<file path="src/rtl/spi_pkg.sv">
// Shared definitions for the SPI read master and its slave-side test models.
// Holds the FSM state encoding and the default timing parameters.
package spi_pkg;

  localparam int unsigned HalfPeriodDefault = 8;
  localparam int unsigned GapCyclesDefault  = 16;

  typedef enum logic [2:0] {
    StIdle,
    StSetup,
    StAddr,
    StGap,
    StData,
    StHold
  } spi_state_e;

  function automatic int unsigned max_u(input int unsigned a, input int unsigned b);
    return (a > b) ? a : b;
  endfunction

endpackage

</file>
<file path="src/rtl/spi_sck_gen.sv">
// SCK generator: half-period timer with a registered SCK that idles low.
// rise_o/fall_o flag the cycle whose clock edge makes SCK rise/fall.
module spi_sck_gen #(
  parameter int unsigned HALF_PERIOD = spi_pkg::HalfPeriodDefault
) (
  input  logic clk_i,
  input  logic rst_ni,
  input  logic en_i,
  input  logic clr_i,
  output logic sck_o,
  output logic rise_o,
  output logic fall_o
);

  localparam int unsigned TimerW = $clog2(HALF_PERIOD);

  logic [TimerW-1:0] timer_q, timer_d;
  logic              sck_q, sck_d;
  logic              wrap;

  assign wrap   = en_i && (timer_q == TimerW'(HALF_PERIOD - 1));
  assign rise_o = wrap && !sck_q;
  assign fall_o = wrap && sck_q;
  assign sck_o  = sck_q;

  always_comb begin
    timer_d = timer_q;
    sck_d   = sck_q;
    if (clr_i) begin
      timer_d = '0;
      sck_d   = 1'b0;
    end else if (wrap) begin
      timer_d = '0;
      sck_d   = ~sck_q;
    end else if (en_i) begin
      timer_d = timer_q + 1'b1;
    end
  end

  always_ff @(posedge clk_i) begin
    if (!rst_ni) begin
      timer_q <= '0;
      sck_q   <= 1'b0;
    end else begin
      timer_q <= timer_d;
      sck_q   <= sck_d;
    end
  end

endmodule

</file>
<file path="src/rtl/spi_master.sv">
// SPI read master: sends an 8-bit start address, then reads i_len bytes,
// leaving a fixed gap before each byte for the slave's fetch latency.
module spi_master
  import spi_pkg::*;
#(
  parameter int unsigned HALF_PERIOD = HalfPeriodDefault,
  parameter int unsigned GAP_CYCLES  = GapCyclesDefault
) (
  input  logic       i_clk,
  input  logic       i_rst_n,
  input  logic       i_start,
  input  logic [7:0] i_addr,
  input  logic [3:0] i_len,
  input  logic       i_miso,
  output logic       o_sck,
  output logic       o_en_n,
  output logic       o_mosi,
  output logic [7:0] o_data,
  output logic       o_data_vld,
  output logic       o_busy,
  output logic       o_done
);

  localparam int unsigned CntMax = max_u(HALF_PERIOD, GAP_CYCLES);
  localparam int unsigned CntW   = $clog2(CntMax);

  spi_state_e      state_q;
  logic [CntW-1:0] cnt_q;
  logic [2:0]      bit_q;
  logic [3:0]      byte_q;
  logic [7:0]      tx_sr_q;
  logic [7:0]      rx_sr_q;
  logic [7:0]      data_q;
  logic            en_n_q, mosi_q, data_vld_q, busy_q, done_q;
  logic            sck_en, sck_clr, sck_rise, sck_fall;

  assign sck_en  = (state_q == StAddr) || (state_q == StData);
  assign sck_clr = !sck_en;

  spi_sck_gen #(
    .HALF_PERIOD(HALF_PERIOD)
  ) u_sck_gen (
    .clk_i (i_clk),
    .rst_ni(i_rst_n),
    .en_i  (sck_en),
    .clr_i (sck_clr),
    .sck_o (o_sck),
    .rise_o(sck_rise),
    .fall_o(sck_fall)
  );

  always_ff @(posedge i_clk) begin
    if (!i_rst_n) begin
      state_q    <= StIdle;
      cnt_q      <= '0;
      bit_q      <= '0;
      byte_q     <= '0;
      tx_sr_q    <= '0;
      rx_sr_q    <= '0;
      data_q     <= '0;
      en_n_q     <= 1'b1;
      mosi_q     <= 1'b0;
      data_vld_q <= 1'b0;
      busy_q     <= 1'b0;
      done_q     <= 1'b0;
    end else begin
      data_vld_q <= 1'b0;
      done_q     <= 1'b0;
      unique case (state_q)
        StIdle: begin
          if (i_start) begin
            tx_sr_q <= i_addr;
            byte_q  <= i_len;
            en_n_q  <= 1'b0;
            busy_q  <= 1'b1;
            cnt_q   <= '0;
            state_q <= StSetup;
          end
        end
        StSetup: begin
          if (cnt_q == CntW'(HALF_PERIOD - 1)) begin
            // First address bit goes out with the first low phase of ADDR.
            cnt_q   <= '0;
            bit_q   <= '0;
            mosi_q  <= tx_sr_q[7];
            tx_sr_q <= {tx_sr_q[6:0], 1'b0};
            state_q <= StAddr;
          end else begin
            cnt_q <= cnt_q + 1'b1;
          end
        end
        StAddr: begin
          if (sck_fall) begin
            if (bit_q == 3'd7) begin
              bit_q   <= '0;
              mosi_q  <= 1'b0;
              state_q <= (byte_q == 4'd0) ? StHold : StGap;
            end else begin
              bit_q   <= bit_q + 1'b1;
              mosi_q  <= tx_sr_q[7];
              tx_sr_q <= {tx_sr_q[6:0], 1'b0};
            end
          end
        end
        StGap: begin
          if (cnt_q == CntW'(GAP_CYCLES - 1)) begin
            cnt_q   <= '0;
            state_q <= StData;
          end else begin
            cnt_q <= cnt_q + 1'b1;
          end
        end
        StData: begin
          // Sample on the edge where SCK rises; slave shifts after it.
          if (sck_rise) begin
            rx_sr_q <= {rx_sr_q[6:0], i_miso};
          end
          if (sck_fall) begin
            if (bit_q == 3'd7) begin
              bit_q      <= '0;
              data_q     <= rx_sr_q;
              data_vld_q <= 1'b1;
              byte_q     <= byte_q - 1'b1;
              state_q    <= (byte_q == 4'd1) ? StHold : StGap;
            end else begin
              bit_q <= bit_q + 1'b1;
            end
          end
        end
        StHold: begin
          if (cnt_q == CntW'(HALF_PERIOD - 1)) begin
            cnt_q   <= '0;
            en_n_q  <= 1'b1;
            busy_q  <= 1'b0;
            done_q  <= 1'b1;
            state_q <= StIdle;
          end else begin
            cnt_q <= cnt_q + 1'b1;
          end
        end
        default: state_q <= StIdle;
      endcase
    end
  end

  assign o_en_n     = en_n_q;
  assign o_mosi     = mosi_q;
  assign o_data     = data_q;
  assign o_data_vld = data_vld_q;
  assign o_busy     = busy_q;
  assign o_done     = done_q;

endmodule

</file>
<file path="config.mk">
export PLATFORM = sky130hd
export DESIGN_NAME = spi_master
export DESIGN_NICKNAME = d
export VERILOG_FILES = /design/src/rtl/spi_pkg.sv /design/src/rtl/spi_sck_gen.sv /design/src/rtl/spi_master.sv
export SDC_FILE = /design/constraint.sdc
export NUM_CORES = 1
export LEC_CHECK = 0
export ABC_CLOCK_PERIOD_IN_PS = 2630
export BUFFER_PORTS_ARGS = -buffer_cell sky130_fd_sc_hd__buf_2
export CAP_MARGIN = 40
export CORE_ASPECT_RATIO = 1.1
export CORE_UTILIZATION = 55
export DETAILED_ROUTE_END_ITERATION = 7
export PLACE_DENSITY = 0.77
export SLEW_MARGIN = 15
export SYNTH_ARGS = -nofsm -noshare
export SYNTH_HDL_FRONTEND = slang
export SYNTH_SLANG_ARGS = --single-unit
</file>
<file path="constraint.sdc">
create_clock -name i_clk -period 2.63 [get_ports i_clk]
set_input_delay 0.526 -clock i_clk [delete_from_list [all_inputs] [get_ports i_clk]]
set_output_delay 0.526 -clock i_clk [all_outputs]
set_load 0.01 [all_outputs]
</file>
==> flow_metrics.py, run 1 <==
metrics = {
    "critical_path": {
        "start_kind": "flip-flop",
        "worstSetupEndpointType": "flip-flop",
        "reg2reg_slack_ns": 0.55,
        "r2r-start": "u_sck_gen.timer_q[0]$_SDFF_PP0_",
        "r2r-end": "byte_q[2]$_SDFFE_PN0P_",
        "crit_top_cell": "ha_1",
        "crit_type": "reg -> reg",
        "crit_slowest_cell": "nor3_2",
        "critPathMaxStageDelay_ns": 0.37,
        "worstPathArrival_ns": 2.27,
        "required_ns": 2.82,
        "reg2reg_depth": 7,
        "crit_fanout": 10,
        "crit_chain": "ha_1, ha_1, and4_1, nor2_1, nor3_2, o21ai_0, a32o_1",
    },
    "power_and_ir_drop": {
        "ir_worst_vdd_uv": 490,
        "cellLeakagePower_nw": 1.07,
        "power.density_mw_per_mm2": 933,
    },
    "detailed_routing": {
        "drt_iter0_markers": 88,
        "num_vias": 1726,
        "avgViaCountPerCell": 5.46,
        "routed_wl_mm": 3.90,
        "avgRoutedWirePerCell_um": 12.3,
        "ant_nets": 0,
        "drc": 0,
        "drtPass1Iterations": 4,
    },
    "hold_path": {
        "min_to": "u_sck_gen.timer_q[0]$_SDFF_PP0_",
        "min_path_type": "reg -> reg",
        "whs_path_depth": 1,
        "hp-start": "u_sck_gen.timer_q[0]$_SDFF_PP0_",
    },
    "clock_tree": {
        "post_cts_resized": 0,
        "cts-hold-fix-buffers": 0,
        "cts-root-buf": "clkbuf_8",
        "htreeDepth": 2,
        "path_clk_slew_ns": 0.08,
        "clk_latency_ns": 0.30,
        "cts_buffer_depth": 2,
        "cts_setup_buffers": 0,
        "cts_tree": "built",
        "clock-sinks": 47,
        "numCtsBuffers": 5,
    },
    "synthesis": {
        "synthArstFlopShare": 0,
        "ys_ff_latch": 47,
        "syn_inst": 240,
        "syn_nets": 263,
        "netlist_area_mm2": 0.00217,
        "yosysSeqAreaShare": 0.433,
        "netlist-cell-type-count": 46,
        "synth_area_per_cell_um2": 9.05,
        "synthFlopType": "dfxtp_1",
        "ys.warnings.count": 0,
        "synth-edff-count": 0,
    },
    "grt": {
        "grt_pass1_wl_mm": 6.64,
        "grt-ovfl-total": 0,
        "grt_pass1_vias": 1547,
        "grt_usage": 0.213,
        "antenna_found_initial": 0,
        "grt_max_degree": 36,
    },
    "floorplan": {
        "dieArea_mm2": 0.00420,
        "initial_utilization": 0.585,
        "die_w_um": 61.9,
        "rows": 23,
        "ios": 30,
        "dieHeight_um": 67.9,
        "core-area_mm2": 0.00371,
    },
    "sta": {
        "fmax_ghz": 0.480,
        "slew_headroom": 0.636,
        "finalSetupTns_ns": 0,
        "fin_crit_sh": 0.792,
        "tightest_slew_ns": 0.546,
        "finalClockSkew_ns": 0.00412,
        "finalMaxSlewViolations": 0,
        "hold_violations": 0,
        "setup_viol": 0,
        "min_period_ns": 2.08,
        "rsz0062_at_grt": "no",
    },
    "layout": {
        "antenna_cells": 0,
        "syn_to_final_growth_pct": 13.7,
        "fill_cells": 313,
        "layout-drive-gt1-share": 0.173,
        "final_util": 0.665,
        "nNetsFinal": 288,
    },
    "outcome": {
        "status": "finished, final reports clean",
    },
    "placed_design": {
        "io_buffers": 29,
        "hpwl_mm": 2.72,
        "gp_congestion": 0.807,
    },
    "flow_run": {
        "cap_violations": 0,
    },
}
==> cell usage after synthesis, types with 2 or more instances <==
cell type / n / share of area
and3_1: 3 / 0.0086
or3b_1: 2 / 0.0081
buf_6: 2 / 0.010
mux2i_1: 26 / 0.12
nand2b_1: 3 / 0.0086
nor2_1: 42 / 0.073
nand2_1: 9 / 0.016
dfxtp_1: 47 / 0.43
nor2b_1: 5 / 0.014
clkbuf_1: 9 / 0.016
inv_1: 5 / 0.0086
o22ai_1: 2 / 0.0058
a211oi_1: 9 / 0.031
o21ai_0: 11 / 0.025
ha_1: 7 / 0.040
a21o_1: 2 / 0.0069
and2_1: 3 / 0.0086
nand3b_1: 3 / 0.010
nand3_1: 5 / 0.012
a22o_1: 2 / 0.0081
a21oi_1: 11 / 0.025
buf_2: 4 / 0.0092
nor2_2: 2 / 0.0058
nor3_1: 3 / 0.0069
xnor2_1: 2 / 0.0081
==> flip-flops by register name (all words and copies together) (netlist names) <==
register and cells:
u_sck_gen.sck_o 1, tx_sr_q 8, o_data_vld 1, rx_sr_q 8, o_en_n 1, bit_q 3, o_mosi 1, o_busy 1
o_data 8, state_q 3, o_done 1, cnt_q 4, byte_q 4, u_sck_gen.timer_q 3
==> cell type report <==
class,instances,area (µm²),area share
multi-input combinational,172,1130,0.458
inverter,6,22.5,0.00912
clock inverter,3,67.6,0.0274
timing repair buffer,33,175,0.0709
clock buffer,5,68.8,0.0279
sequential,47,941,0.381
tap,50,62.6,0.0253
==> logic make-up after synthesis <==
logic type	after synthesis	synth area share
xor+xnor	2	0.00807
buf+inv	21	0.0455
mux	26	0.120
flops	47	0.433
fa+ha+maj	7	0.0403
compound gates	49	0.151
simple gates	88	0.202
==> layout by cell type (no fill, tap or decap), types with 2 or more instances in the layout <==
cell,instances
buf_2,29
nand2_1,9
nand2b_1,3
inv_1,5
nor2_1,42
a211oi_1,9
and2_1,3
nor2b_1,5
xnor2_1,2
mux2i_1,26
ha_1,7
dfxtp_1,47
clkbuf_8,5
nand3b_1,3
nand3_1,5
buf_4,4
and3_1,3
a21oi_1,11
a22o_1,2
bufinv_16,2
o21ai_0,11
a21o_1,2
nor2_2,2
nor3_1,3
o22ai_1,2
or3b_1,2
==> worst max-delay path by stage <==
stage          cells past startpoint                      end                             from
3_5_place_dp                       7   byte_q[2]$_SDFFE_PN0P_  u_sck_gen.timer_q[0]$_SDFF_PP0_
4_1_cts                            7   byte_q[2]$_SDFFE_PN0P_  u_sck_gen.timer_q[0]$_SDFF_PP0_
2_1_floorplan                      8   byte_q[2]$_SDFFE_PN0P_  u_sck_gen.timer_q[0]$_SDFF_PP0_
5_1_grt                            7  state_q[1]$_SDFFE_PN0P_  u_sck_gen.timer_q[0]$_SDFF_PP0_
3_3_place_gp                       7   byte_q[2]$_SDFFE_PN0P_  u_sck_gen.timer_q[0]$_SDFF_PP0_
6_report                           7   byte_q[2]$_SDFFE_PN0P_  u_sck_gen.timer_q[0]$_SDFF_PP0_
==> routing by layer <==
metal	wire (µm)	up-vias	GRT usage
met2	1930	35	0.364
met3	152	4	0.0643
met1	1780	795	0.253
met4	42	0	0.0611
met5	0	-	0
li1	-	892	-
==> report_power, final <==
group          switching (mW)  internal (mW)  total [mW]
registers              0.0649          0.825       0.890
clock network           0.234          0.379       0.613
logic                   0.467          0.336       0.803
==> worst max-delay path, delay by kind of cell, from the launching register on <==
kind                       cells  cell delay (ns)
adders and majority gates      2             0.47
and+or+nand+nor                3             0.71
AOI/OAI and AO/OA              2             0.45
DFF                            1             0.35
==> per-stage QoR <==
stage / hold WS, ns / std cells / worst slack, ns / total power, mW / instance area [µm²]
after floorplan: 0.404 / 240 / 0.699 / 1.56 / 2170
after global placement: 0.415 / 308 / 0.633 / 1.69 / 2330
after detailed placement: 0.425 / 308 / 0.553 / 1.70 / 2330
after CTS: 0.437 / 316 / 0.547 / 2.32 / 2470
after global routing: 0.465 / 316 / 0.343 / 2.47 / 2470
final: 0.437 / 316 / 0.547 / 2.31 / 2470
Note: power is estimated with default switching activity, not from simulation.
==> run 2, diff against run 1 <==
Settings changed: ABC_CLOCK_PERIOD_IN_PS 2630 to 1850, CORE_UTILIZATION 55 to 51, PLACE_DENSITY 0.77 to 0.75.
Clock period 2.63 ns to 1.85 ns, I/O delays scaled along.
==> run 2 against run 1 <==
Compared with the run above: sequential share of layout area shrank 2.0 points; first-iteration DRC count shrank 48%; global-route usage shrank 1.2 points; via count grew 2.6%; worst setup slack lost 0.45 ns; register-to-register slack lost 0.45 ns; clock power grew 26%; die area grew 7.6%; worst hold slack lost 0.13 ns; sequential power grew 43%; critical path type unchanged; highest routed layer unchanged.
==> flow_metrics.py, run 2 (synthesis results as in run 1) <==
metrics = {
    "power_and_ir_drop": {
        "power.density_mw_per_mm2": 1290,
        "internal_power_mw": 2.20,
        "seq_power_share": 0.377,
        "ir_worst_vdd_uv": 626,
        "cellLeakagePower_nw": 1.15,
        "finalPower_mw": 3.37,
        "clkPwrFrac": 0.229,
        "sw_frac_of_total": 0.348,
        "p_comb_frac": 0.394,
        "power.net_switching_mw": 1.17,
    },
    "critical_path": {
        "worstSetupEndpointType": "flip-flop",
        "crit_type": "reg -> reg",
        "worstPathArrival_ns": 1.98,
        "crit_fanout": 4,
        "critical_path.startpoint": "bit_q[0]$_SDFFE_PN0P_",
        "r2r-start": "bit_q[0]$_SDFFE_PN0P_",
        "required_ns": 2.07,
        "start_kind": "flip-flop",
    },
    "grt": {
        "grt_pass1_wl_mm": 7.16,
        "grt_max_degree": 36,
        "antenna_found_initial": 0,
        "grt-ovfl-total": 0,
        "grt_pass1_vias": 1676,
        "grt_usage": 0.201,
    },
    "sta": {
        "rsz0062_at_grt": "no",
        "fmax_ghz": 0.569,
        "min_period_ns": 1.76,
        "finalSetupTns_ns": 0,
        "finalClockSkew_ns": 0.00789,
        "setup_viol": 0,
        "hold_violations": 0,
        "fin_crit_sh": 0.949,
        "slew_headroom": 0.687,
        "tightest_slew_ns": 0.469,
        "finalMaxSlewViolations": 0,
    },
    "layout": {
        "fill_cells": 358,
        "antenna_cells": 0,
        "fin_area_mm2": 0.00261,
        "final_util": 0.649,
        "mostFrequentLayoutCells": "46 x dfxtp_1, 42 x nor2_1, 29 x buf_2, 26 x mux2i_1, 17 x buf_4",
        "final_common_cell": "dfxtp_1",
        "nNetsFinal": 303,
        "layout-drive-gt1-share": 0.238,
        "syn_to_final_growth_pct": 20.3,
    },
    "placed_design": {
        "dpl-instance-area_mm2": 0.00247,
        "hpwl_mm": 3.03,
        "gp_congestion": 0.797,
        "io_buffers": 29,
    },
    "flow_run": {
        "cap_violations": 0,
    },
    "hold_path": {
        "hp-start": "i_miso",
        "min_path_type": "in -> reg",
    },
    "clock_tree": {
        "clock-sinks": 47,
        "htreeDepth": 2,
        "path_clk_slew_ns": 0.09,
        "cts-root-buf": "clkbuf_8",
        "cts_tree": "built",
        "cts_buffer_depth": 2,
        "clk_latency_ns": 0.31,
        "cts_setup_buffers": 0,
        "numCtsBuffers": 5,
        "cts-hold-fix-buffers": 0,
    },
    "detailed_routing": {
        "routed_wl_mm": 4.21,
        "drc": 0,
        "drtPass1Iterations": 4,
        "avgRoutedWirePerCell_um": 12.6,
        "ant_nets": 0,
        "num_vias": 1771,
        "avgViaCountPerCell": 5.32,
        "drt_iter0_markers": 46,
    },
    "floorplan": {
        "initial_utilization": 0.540,
        "die_w_um": 64.2,
        "dieArea_mm2": 0.00452,
        "core-area_mm2": 0.00402,
        "rows": 24,
        "dieHeight_um": 70.4,
        "ios": 30,
    },
    "outcome": {
        "status": "finished, final reports clean",
    },
}
[run 2: through the flow]
stage / hold slack (ns) / setup slack [ns] / std cells
2_1_floorplan: 0.404 / -0.0216 / 240
3_3_place_gp: 0.410 / 0.0550 / 325
3_5_place_dp: 0.429 / 0.00710 / 325
4_1_cts: 0.306 / 0.0107 / 333
5_1_grt: 0.314 / 0.00309 / 333
6_report: 0.307 / 0.0936 / 333
[run 2: critical path, cell delays in order (launching register included)]
cell      delay (ns)
dfxtp_2         0.34
ha_1            0.19
ha_1            0.19
and4_1          0.22
o32a_1          0.29
o21ai_2         0.18
nor2_1          0.07
a211oi_1        0.19
[run 2: timing repair]
| item | CTS | global route |
|---|---|---|
| resized for setup | 0 | 9 |
| pin swaps | 1 | 1 |
| endpoints found under the setup margin | 2 | 17 |
[run 2: final timing paths]
path / cells past startpoint / end / slack (ns)
worst min register to register: 1 / u_sck_gen.timer_q[0]$_SDFF_PP0_ / 0.43
worst min-delay path: 3 / rx_sr_q[0]$_SDFFE_PN0P_ / 0.31
worst max-delay path: 7 / state_q[2]$_SDFFE_PN0P_ / 0.09
worst max register to register: 7 / state_q[2]$_SDFFE_PN0P_ / 0.09
[run 2: layout make-up]
type                       instances  area [µm²]  area share
clock buffer                       5        68.8      0.0263
sequential                        47         942       0.361
inverter                           6        22.5     0.00862
timing repair buffer              48         313       0.120
multi-input combinational        172        1150       0.442
tap                               52        65.1      0.0249
clock inverter                     3        47.5      0.0182
[run 2: layer usage]
layer,vias to the layer above,wire (µm),track usage
met3,6,102,0.0441
met2,21,2070,0.356
li1,928,-,-
met4,0,65,0.0741
met1,816,1970,0.234
met5,-,0,0
[run 2: power groups by stage]
| stage | Combinational, mW | Sequential, mW | Clock [mW] |
|---|---|---|---|
| 4_1_cts | 1.29 | 1.27 | 0.797 |
| 6_report | 1.33 | 1.27 | 0.772 |
| 3_3_place_gp | 1.26 | 1.29 | 0 |
| 3_5_place_dp | 1.29 | 1.29 | 0 |
| 5_1_grt | 1.47 | 1.29 | 0.833 |
| 2_1_floorplan | 0.948 | 1.27 | 0 |
